[src/rtl/isp_blc_stats.sv]
// Black level correction, per-channel gain with round-half-up, white clip and
// per-frame clip statistics for the raw Bayer path. Fixed 3-cycle latency.
module isp_blc_stats #(
  parameter int unsigned BITS      = 12,
  parameter int unsigned GAIN_BITS = 16,
  parameter int unsigned FRAC_BITS = 14,
  parameter int unsigned BAYER     = 0,
  parameter int unsigned CNT_BITS  = 24
) (
  input  logic                 pclk,
  input  logic                 rst,
  input  logic                 blc_en,
  input  logic                 linear_en,
  input  logic [BITS-1:0]      black_r,
  input  logic [BITS-1:0]      black_gr,
  input  logic [BITS-1:0]      black_gb,
  input  logic [BITS-1:0]      black_b,
  input  logic [GAIN_BITS-1:0] gain_r,
  input  logic [GAIN_BITS-1:0] gain_gr,
  input  logic [GAIN_BITS-1:0] gain_gb,
  input  logic [GAIN_BITS-1:0] gain_b,
  input  logic                 in_href,
  input  logic                 in_vsync,
  input  logic [BITS-1:0]      in_raw,
  output logic                 out_href,
  output logic                 out_vsync,
  output logic [BITS-1:0]      out_raw,
  output logic [CNT_BITS-1:0]  underflow_cnt,
  output logic [CNT_BITS-1:0]  sat_cnt,
  output logic                 stats_valid
);

  localparam int unsigned PW = BITS + GAIN_BITS;
  localparam int unsigned RW = PW + 1;
  localparam logic [BITS-1:0]      PIX_MAX = '1;
  localparam logic [GAIN_BITS-1:0] UNITY   = GAIN_BITS'(1) << FRAC_BITS;
  localparam logic [RW-1:0]        HALF    = RW'(1) << (FRAC_BITS - 1);

  // Frame-shadowed configuration, indexed by CFA format (0 R, 1 Gr, 2 Gb, 3 B)
  logic                 sh_blc_en;
  logic                 sh_lin_en;
  logic [BITS-1:0]      sh_black [4];
  logic [GAIN_BITS-1:0] sh_gain  [4];

  logic vs_d, href_d, odd_pix, odd_line;
  logic vs_rise;
  logic [1:0] fmt;

  assign vs_rise = in_vsync & ~vs_d;
  assign fmt     = 2'(BAYER) ^ {odd_line, odd_pix};

  always_ff @(posedge pclk) begin
    if (rst) begin
      vs_d      <= 1'b0;
      href_d    <= 1'b0;
      odd_pix   <= 1'b0;
      odd_line  <= 1'b0;
      sh_blc_en <= 1'b0;
      sh_lin_en <= 1'b0;
      for (int i = 0; i < 4; i++) begin
        sh_black[i] <= '0;
        sh_gain[i]  <= UNITY;
      end
    end else begin
      vs_d    <= in_vsync;
      href_d  <= in_href;
      odd_pix <= in_href ? ~odd_pix : 1'b0;
      if (in_vsync)
        odd_line <= 1'b0;
      else if (href_d & ~in_href)
        odd_line <= ~odd_line;
      if (vs_rise) begin
        sh_blc_en   <= blc_en;
        sh_lin_en   <= linear_en;
        sh_black[0] <= black_r;
        sh_black[1] <= black_gr;
        sh_black[2] <= black_gb;
        sh_black[3] <= black_b;
        sh_gain[0]  <= gain_r;
        sh_gain[1]  <= gain_gr;
        sh_gain[2]  <= gain_gb;
        sh_gain[3]  <= gain_b;
      end
    end
  end

  // Stage 1: black subtraction with clamp at zero
  logic [BITS-1:0] blk, d_nxt;
  logic            uf_nxt;

  always_comb begin
    blk    = sh_black[fmt];
    d_nxt  = in_raw;
    uf_nxt = 1'b0;
    if (sh_blc_en) begin
      d_nxt  = (in_raw > blk) ? in_raw - blk : '0;
      uf_nxt = in_href & (in_raw < blk);
    end
  end

  logic [BITS-1:0] d1;
  logic [1:0]      fmt1;
  logic            uf1, href1, vs1;

  always_ff @(posedge pclk) begin
    if (rst) begin
      d1    <= '0;
      fmt1  <= '0;
      uf1   <= 1'b0;
      href1 <= 1'b0;
      vs1   <= 1'b0;
    end else begin
      d1    <= d_nxt;
      fmt1  <= fmt;
      uf1   <= uf_nxt;
      href1 <= in_href;
      vs1   <= in_vsync;
    end
  end

  // Stage 2: fixed-point gain, or a pure shift to keep the same scaling at unity
  logic [PW-1:0] p_nxt;

  always_comb begin
    if (sh_lin_en)
      p_nxt = PW'(d1) * PW'(sh_gain[fmt1]);
    else
      p_nxt = PW'(d1) << FRAC_BITS;
  end

  logic [PW-1:0] p2;
  logic          uf2, href2, vs2;

  always_ff @(posedge pclk) begin
    if (rst) begin
      p2    <= '0;
      uf2   <= 1'b0;
      href2 <= 1'b0;
      vs2   <= 1'b0;
    end else begin
      p2    <= p_nxt;
      uf2   <= uf1;
      href2 <= href1;
      vs2   <= vs1;
    end
  end

  // Stage 3: round half up, clip to full scale
  logic [RW-1:0]   r;
  logic            over;
  logic [BITS-1:0] clip;

  always_comb begin
    r    = (RW'(p2) + HALF) >> FRAC_BITS;
    over = r > RW'(PIX_MAX);
    clip = over ? PIX_MAX : BITS'(r);
  end

  // Flags are evaluated for the pixel entering the output register so the
  // frame report lands on the same cycle out_vsync rises.
  logic uf_hit, sat_hit, frame_edge;
  logic [CNT_BITS-1:0] run_uf, run_sat;

  assign uf_hit     = href2 & uf2;
  assign sat_hit    = href2 & over;
  assign frame_edge = vs2 & ~out_vsync;

  function automatic logic [CNT_BITS-1:0] sat_inc(input logic [CNT_BITS-1:0] c);
    return (&c) ? c : c + CNT_BITS'(1);
  endfunction

  always_ff @(posedge pclk) begin
    if (rst) begin
      out_raw       <= '0;
      out_href      <= 1'b0;
      out_vsync     <= 1'b0;
      run_uf        <= '0;
      run_sat       <= '0;
      underflow_cnt <= '0;
      sat_cnt       <= '0;
      stats_valid   <= 1'b0;
    end else begin
      out_raw     <= href2 ? clip : '0;
      out_href    <= href2;
      out_vsync   <= vs2;
      stats_valid <= frame_edge;
      if (frame_edge) begin
        underflow_cnt <= run_uf;
        sat_cnt       <= run_sat;
        run_uf        <= CNT_BITS'(uf_hit);
        run_sat       <= CNT_BITS'(sat_hit);
      end else begin
        if (uf_hit)  run_uf  <= sat_inc(run_uf);
        if (sat_hit) run_sat <= sat_inc(run_sat);
      end
    end
  end

endmodule

[config.mk]
export PLATFORM = sky130hd
export DESIGN_NAME = isp_blc_stats
export DESIGN_NICKNAME = d
export VERILOG_FILES = /design/src/rtl/isp_blc_stats.sv
export SDC_FILE = /design/constraint.sdc
export NUM_CORES = 1
export LEC_CHECK = 0
export ABC_AREA = 0
export ABC_CLOCK_PERIOD_IN_PS = 12840
export CAP_MARGIN = 40
export CORE_ASPECT_RATIO = 1.25
export CORE_MARGIN = 3
export CORE_UTILIZATION = 35
export CTS_BUF_LIST = sky130_fd_sc_hd__clkbuf_8
export CTS_CLUSTER_SIZE = 14
export DETAILED_ROUTE_END_ITERATION = 16
export PLACE_DENSITY_LB_ADDON = 0.2
export SETUP_SLACK_MARGIN = 0.02
export SKIP_LAST_GASP = 1
export SLEW_MARGIN = 25
export SYNTH_ARGS = -nofsm -noshare
export SYNTH_HDL_FRONTEND = slang
export SYNTH_SLANG_ARGS = --single-unit
[constraint.sdc]
create_clock -name pclk -period 12.84 [get_ports pclk]
set_input_delay 2.568 -clock pclk [delete_from_list [all_inputs] [get_ports pclk]]
set_output_delay 2.568 -clock pclk [all_outputs]
set_load 0.1 [all_outputs]
==> impl_metrics.csv, run 1 <==
group,metric,value,unit
synthesis,synth-edff-count,112,
clocking,cts_resized,0,
die,core,0.04744,sq mm
critical_path,cpLargestDelayFamily,"adder cells",
critical_path,rrSetupSlack,6.20,ns
synthesis,ys_seq_area_frac,0.3780,
drt,route.met2.wl,20980,um
power,power_density,101.5,mW/mm^2
critical_path,critPathBufInv,5,
layout,drive_above_1_share,0.09231,
hold_path,hold_class,"register to register",
synthesis,synth.area.top_cells,"edfxtp_1 20%, dfxtp_1 18%, fa_1 17%",
drt,vias,12580,
critical_path,crit_arrival,7.13,ns
global_routing,grt_max_degree,111,
global_routing,antenna_found_initial,1,
drt,wl,42170,um
critical_path,end_kind,"register",
die,rows,89,
global_routing,grt_use_total,0.1672,
critical_path,path_max_fanout,12,
layout,seqCellArea,0.006366,sq mm
drt,dr.first_iter.drc_count,565,
drt,post_drt_wl_per_cell,16.29,um
clocking,clkTransAtPathRegs,0.06,ns
power,leakage,9.140,nW
placement,hpwlAfterDp,31780,um
drt,ant_nets,0,
sta,finClkSkew,0.03553,ns
sta,rsz0062_at_grt,"false",
sta,tightest_slew,0.8438,ns
synthesis,yosys-top-cells-count,"261 x nand2_1, 194 x inv_1, 150 x dfxtp_1",
sta,fmax,150.5,MHz
sta,fin_setup_tns,0,ns
clocking,clockRootBuffer,"clkbuf_8",
drt,top_layer,"met4",
clocking,clock_sinks,262,
placement,gp_congestion,0.8532,
synthesis,yosysMostFrequentCell,"nand2_1",
clocking,cts_post_setup_buffers_inserted,0,
clocking,clk_latency,0.57,ns
clocking,cts_buffer_depth,3,
synthesis,synthArstFlopShare,0,
layout,multiInputGateArea,0.009394,sq mm
layout,finalNetCount,2265,
die,boundaryPins,193,
synthesis,ys_warn_count,0,
critical_path,crit_path_top_delay_cell,"mux4_2",
synthesis,post-synth-top-area-fraction,0.1997,
drt,drcViolationCount,0,
drt,dr_wl_met3,2138,um
placement,portBuffers,192,
layout,n_fill_cell,4564,
drt,routed_via_density,4.861,
drt,m1WireLength,17960,um
synthesis,syn_nets,2048,
critical_path,cpMostUsedCell,"fa_1",
critical_path,crit_required,13.33,ns
synthesis,avgSynthCellArea,9.900,sq um
critical_path,critPathKind,"register to register",
die,fp.dieW,202.2,um
sta,slew_headroom,0.4367,
power,power.total,2.171,mW
sta,finalHoldViolCount,0,
synthesis,syn-instance-count,1701,
sta,period_needed,6.644,ns
synthesis,synth-main-ff-cell,"dfxtp_1",
synthesis,netlist_area,0.01684,sq mm
global_routing,overflow,0,
synthesis,ys_types,63,
critical_path,slowest_delay,0.66,ns
die,dieHeight,251.2,um
sta,report.final.slew_viol_count,0,
clocking,postCtsHoldBufs,0,
sta,finalSetupViolCount,0,
die,die_area,0.05080,sq mm
clocking,cts_made_buffers,42,
synthesis,yosysTopAreaCell,"edfxtp_1",
status,status,"complete, no violations",
run,maxCapViolations,0,
clocking,h-tree-depth,2,
drt,dr.pass1.iters,5,
clocking,cts_tree,"built",
die,start_util,0.3550,
critical_path,crit_chain,"buf_6 > mux4_2 > and2_1 > fa_1 > inv_1 > fa_1 > inv_1 > fa_1 > fa_1 > inv_1 > fa_1 > inv_1 > ha_1 > o21a_1 > o21ai_0 > a21oi_1 > a311o_1 > a221oi_2 > nor2_1 > o31a_1 > nor3_1",
global_routing,grt_pass1_vias,13420,
sta,fin_crit_sh,0.5175,
critical_path,startpoint_type,"register",
power,irDropWorstVdd,0.06003,mV
synthesis,yosys_register_bits,262,
layout,area.growth.synth_to_final,26.97,%
global_routing,grt_pass1_wl,69610,um
layout by cell type, fill, tap and decap left out, drive strengths merged, types with 79 or more instances in the layout:
cell type	count
nand2	262
inv	207
clkdlybuf4s50	191
dfxtp	150
fa	140
and3	116
edfxtp	112
nor2	85
buf	80
a21oi	79
final timing paths:
| path | from | to | cells after the start |
|---|---|---|---|
| setup / recovery | register | p2[27] | 21 |
| hold / removal | uf1 | uf2 | 1 |
| setup reg to reg | register | p2[27] | 21 |
| hold reg to reg | uf1 | uf2 | 1 |
through the flow:
stage,utilization,setup WS [ns],cells,hold WS [ns],cell area (sq um)
after global routing,0.4507,5.767,2588,0.4759,21380
after CTS,0.4490,6.160,2584,0.4505,21300
final,0.4507,6.196,2588,0.4502,21380
after floorplan,-,6.526,1701,0.4138,16840
after global placement,0.4059,5.937,2440,0.4279,19260
after detailed placement,0.4297,6.145,2508,0.4311,20380
metal layers:
layer,track usage,vias to the layer above
li1,-,6068
met1,0.2127,6127
met2,0.2915,308
met3,0.03018,77
met4,0.04991,0
met5,0,-
registers in the layout, indices dropped and copies added (netlist names), 12 cells and up, named ones only:
signal         flops
d1                12
out_raw           12
p2                15
run_sat           24
run_uf            24
sat_cnt           24
sh_black          48
sh_gain           64
underflow_cnt     24
cell families (layout without fill, tap and decap cells):
group                    count (synthesis)  after routing  synth area share
flip-flops                             262            262            0.3780
other                                    0              1                 0
XOR/XNOR                                74             74           0.03849
multiplexers                            32             32           0.04027
buffers and inverters                  292            541           0.06561
AO/OA/AOI/OAI                          168            168           0.06301
AND/OR/NAND/NOR                        656            656            0.1910
adder cells (fa/ha/maj)                217            217            0.2236
power by group:
group / internal [mW] / switching (mW)
clock network: 0.442 / 0.340
logic: 0.200 / 0.257
registers: 0.901 / 0.0312
cell type report:
cell class | instances | share of cell area
Sequential cell | 262 | 0.2977
Clock inverter | 25 | 0.01006
Tap cell | 637 | 0.03728
Clock buffer | 51 | 0.03283
Inverter | 194 | 0.03417
Multi-Input combinational cell | 1147 | 0.4393
Timing Repair Buffer | 271 | 0.1485
Antenna cell | 1 | 0.0001170
Power figures use the tool's default switching activity.
==> run 2: changes to the inputs <==
--- a/config.mk
+++ b/config.mk
@@ -6,7 +6,7 @@
 export NUM_CORES = 1
 export LEC_CHECK = 0
 export ABC_AREA = 0
-export ABC_CLOCK_PERIOD_IN_PS = 12840
+export ABC_CLOCK_PERIOD_IN_PS = 6810
 export CAP_MARGIN = 40
 export CORE_ASPECT_RATIO = 1.25
 export CORE_MARGIN = 3
==> constraint.sdc (replaced) <==
create_clock -name pclk -period 6.81 [get_ports pclk]
set_input_delay 1.362 -clock pclk [delete_from_list [all_inputs] [get_ports pclk]]
set_output_delay 1.362 -clock pclk [all_outputs]
set_load 0.1 [all_outputs]
==> run 2 against run 1 <==
The run now ends with DRC left. Critical path depth is 1 lower. Flip-flop and latch count did not move. Count of clock-buffer cells in the layout is 1 higher. Fmax up 5.7%. Global-route usage rose by 0.38 points. Wire length rose by 1.8%. First-iteration DRC count grew 6.5%. Worst setup slack lost 5.7 ns. Critical path type unchanged. Largest cell class unchanged. Largest power group unchanged.
==> impl_metrics.csv, run 2 (synthesis gave the netlist of run 1 again) <==
group,metric,value,unit
drt,routed_via_density,4.840,
die,fp.dieW,202.2,um
hold_path,min_delay_path_depth,1,
layout,area.growth.synth_to_final,27.14,%
global_routing,grt_max_degree,111,
critical_path,r2r_cells,20,
clocking,clk_latency,0.58,ns
placement,portBuffers,192,
critical_path,slowest_delay,0.65,ns
global_routing,busiest_layer,"met2",
clocking,cts_tree,"built",
global_routing,use_met3,0.03095,
die,boundaryPins,193,
critical_path,cpMostUsedCell,"fa_1",
power,irDropWorstVdd,0.1157,mV
drt,vias,12600,
run,maxCapViolations,0,
layout,top_register,"sh_gain",
global_routing,globalRouteMet1Util,0.2111,
global_routing,grt_pass1_wl,70750,um
placement,hpwlAfterDp,32890,um
placement,dpl_cell_area,0.02045,sq mm
global_routing,use_met2,0.3069,
critical_path,crit_arrival,6.78,ns
drt,wl,42940,um
critical_path,critPathKind,"register to register",
power,seqPwrFrac,0.433,
drt,dr.first_iter.drc_count,602,
status,status,"finished with violations",
sta,tightest_slew,0.8129,ns
critical_path,end_kind,"register",
sta,slew_headroom,0.4539,
sta,period_needed,6.283,ns
critical_path,path_max_fanout,12,
power,clkPwrFrac,0.349,
critical_path,crit_path_top_delay_cell,"mux4_2",
power,switching_share,0.2934,
status,violations,"DRC",
critical_path,worst-path-stages,20,
die,rows,89,
sta,rsz0062_at_grt,"false",
critical_path,critPathBufInv,4,
clocking,clock_sinks,262,
layout,largest_reg_flops,64,
global_routing,grt_use_total,0.1709,
sta,report.final.slew_viol_count,0,
global_routing,antenna_found_initial,3,
clocking,h-tree-depth,2,
sta,finalSetupViolCount,0,
die,start_util,0.3550,
critical_path,crit_chain,"buf_4 > mux4_2 > nand2_1 > fa_1 > fa_1 > inv_1 > fa_1 > fa_1 > inv_1 > fa_1 > inv_1 > ha_1 > o21a_1 > o21ai_0 > a221oi_1 > a311o_1 > a221oi_2 > nor2_1 > o31a_1 > nor3_1",
die,die_area,0.05080,sq mm
clocking,clkTransAtPathRegs,0.06,ns
placement,gp_congestion,0.8241,
sta,finClkSkew,0.01950,ns
drt,drcViolationCount,2,
sta,fin_crit_sh,0.9226,
sta,fmax,159.2,MHz
layout,finalNetCount,2282,
die,core,0.04744,sq mm
layout,biggestRegsByFlops,"sh_gain: 64 flops, sh_black: 48 flops",
critical_path,startpoint_type,"register",
clocking,cts_buffer_depth,3,
drt,ant_nets,0,
clocking,cts_made_buffers,45,
sta,fin_setup_tns,0,ns
power,p_int,2.854,mW
hold_path,hold_class,"register to register",
power,p_sw,1.185,mW
clocking,clockRootBuffer,"clkbuf_8",
power,power_density,188.7,mW/mm^2
layout,drive_above_1_share,0.09878,
drt,dr.pass1.iters,11,
power,pwr-share-comb,0.218,
sta,finalHoldViolCount,0,
power,leakage,9.190,nW
global_routing,grt_pass1_vias,13620,
layout,mostFrequentLayoutCells,"261 x nand2_1, 207 x inv_1, 191 x clkdlybuf4s50_1",
drt,post_drt_wl_per_cell,16.50,um
layout,final_common_cell,"nand2_1",
die,dieHeight,251.2,um
critical_path,cpLargestDelayFamily,"adder cells",
critical_path,crit_required,7.30,ns
layout,stdcell_area,0.02141,sq mm
global_routing,overflow,0,
## run 2: stage by stage
step / worst slack [ns] / util / hold slack (ns) / instances / total power [mW]
5_1_grt: 0.09101 / 0.4513 / 0.4604 / 2603 / 4.300
6_report: 0.5268 / 0.4513 / 0.4508 / 2603 / 4.039
3_3_place_gp: 0.2351 / 0.4082 / 0.4308 / 2454 / 2.640
4_1_cts: 0.1279 / 0.4498 / 0.4553 / 2595 / 4.105
3_5_place_dp: 0.1344 / 0.4311 / 0.4446 / 2519 / 2.666
2_1_floorplan: 0.4961 / - / 0.4138 / 1701 / 2.380
## run 2: worst reg2reg max path, stage by stage, from the launching register on
cell	delay, ns
dfxtp_4	0.46
buf_4	0.21
mux4_2	0.65
nand2_1	0.14
fa_1	0.46
fa_1	0.51
inv_1	0.05
fa_1	0.46
fa_1	0.54
inv_1	0.05
fa_1	0.53
inv_1	0.04
ha_1	0.32
o21a_1	0.20
o21ai_0	0.23
a221oi_1	0.13
a311o_1	0.39
a221oi_2	0.32
nor2_1	0.09
o31a_1	0.25
nor3_1	0.18
## run 2: timing repair
item,4_1_cts,5_1_grt
hold buffers,0,0
hold endpoints to repair,0,0
setup buffers,0,3
setup endpoints to repair,0,8
gates resized for setup,0,3
## run 2: final timing paths
check        startpoint     end  slack (ns)
min                 uf1     uf2        0.45
min reg2reg         uf1     uf2        0.45
max reg2reg    register  p2[27]        0.53
max            register  p2[27]        0.53
## run 2: layout make-up
cell class	instances	area (sq um)
Clock buffer	52	715.7
Clock inverter	24	168.9
Fill cell	4562	26030
Timing Repair Buffer	285	3241
Multi-Input combinational cell	1147	9383
Inverter	194	730.7
Tap cell	637	797.0
Sequential cell	262	6370
Antenna cell	2	5.005
## run 2: routing by layer
metal | up-vias | wire length [um]
li1 | 6090 | -
met1 | 6161 | 18020
met2 | 284 | 21900
met5 | - | 18
met3 | 62 | 2146
met4 | 2 | 858
## run 2: power by group through the flow
stage	Sequential, mW	Clock (mW)	Combinational (mW)
floorplan	1.76	0	0.618
global placement	1.78	0	0.856
detailed placement	1.79	0	0.881
CTS	1.75	1.47	0.886
global route	1.75	1.53	1.01
finish	1.75	1.41	0.879
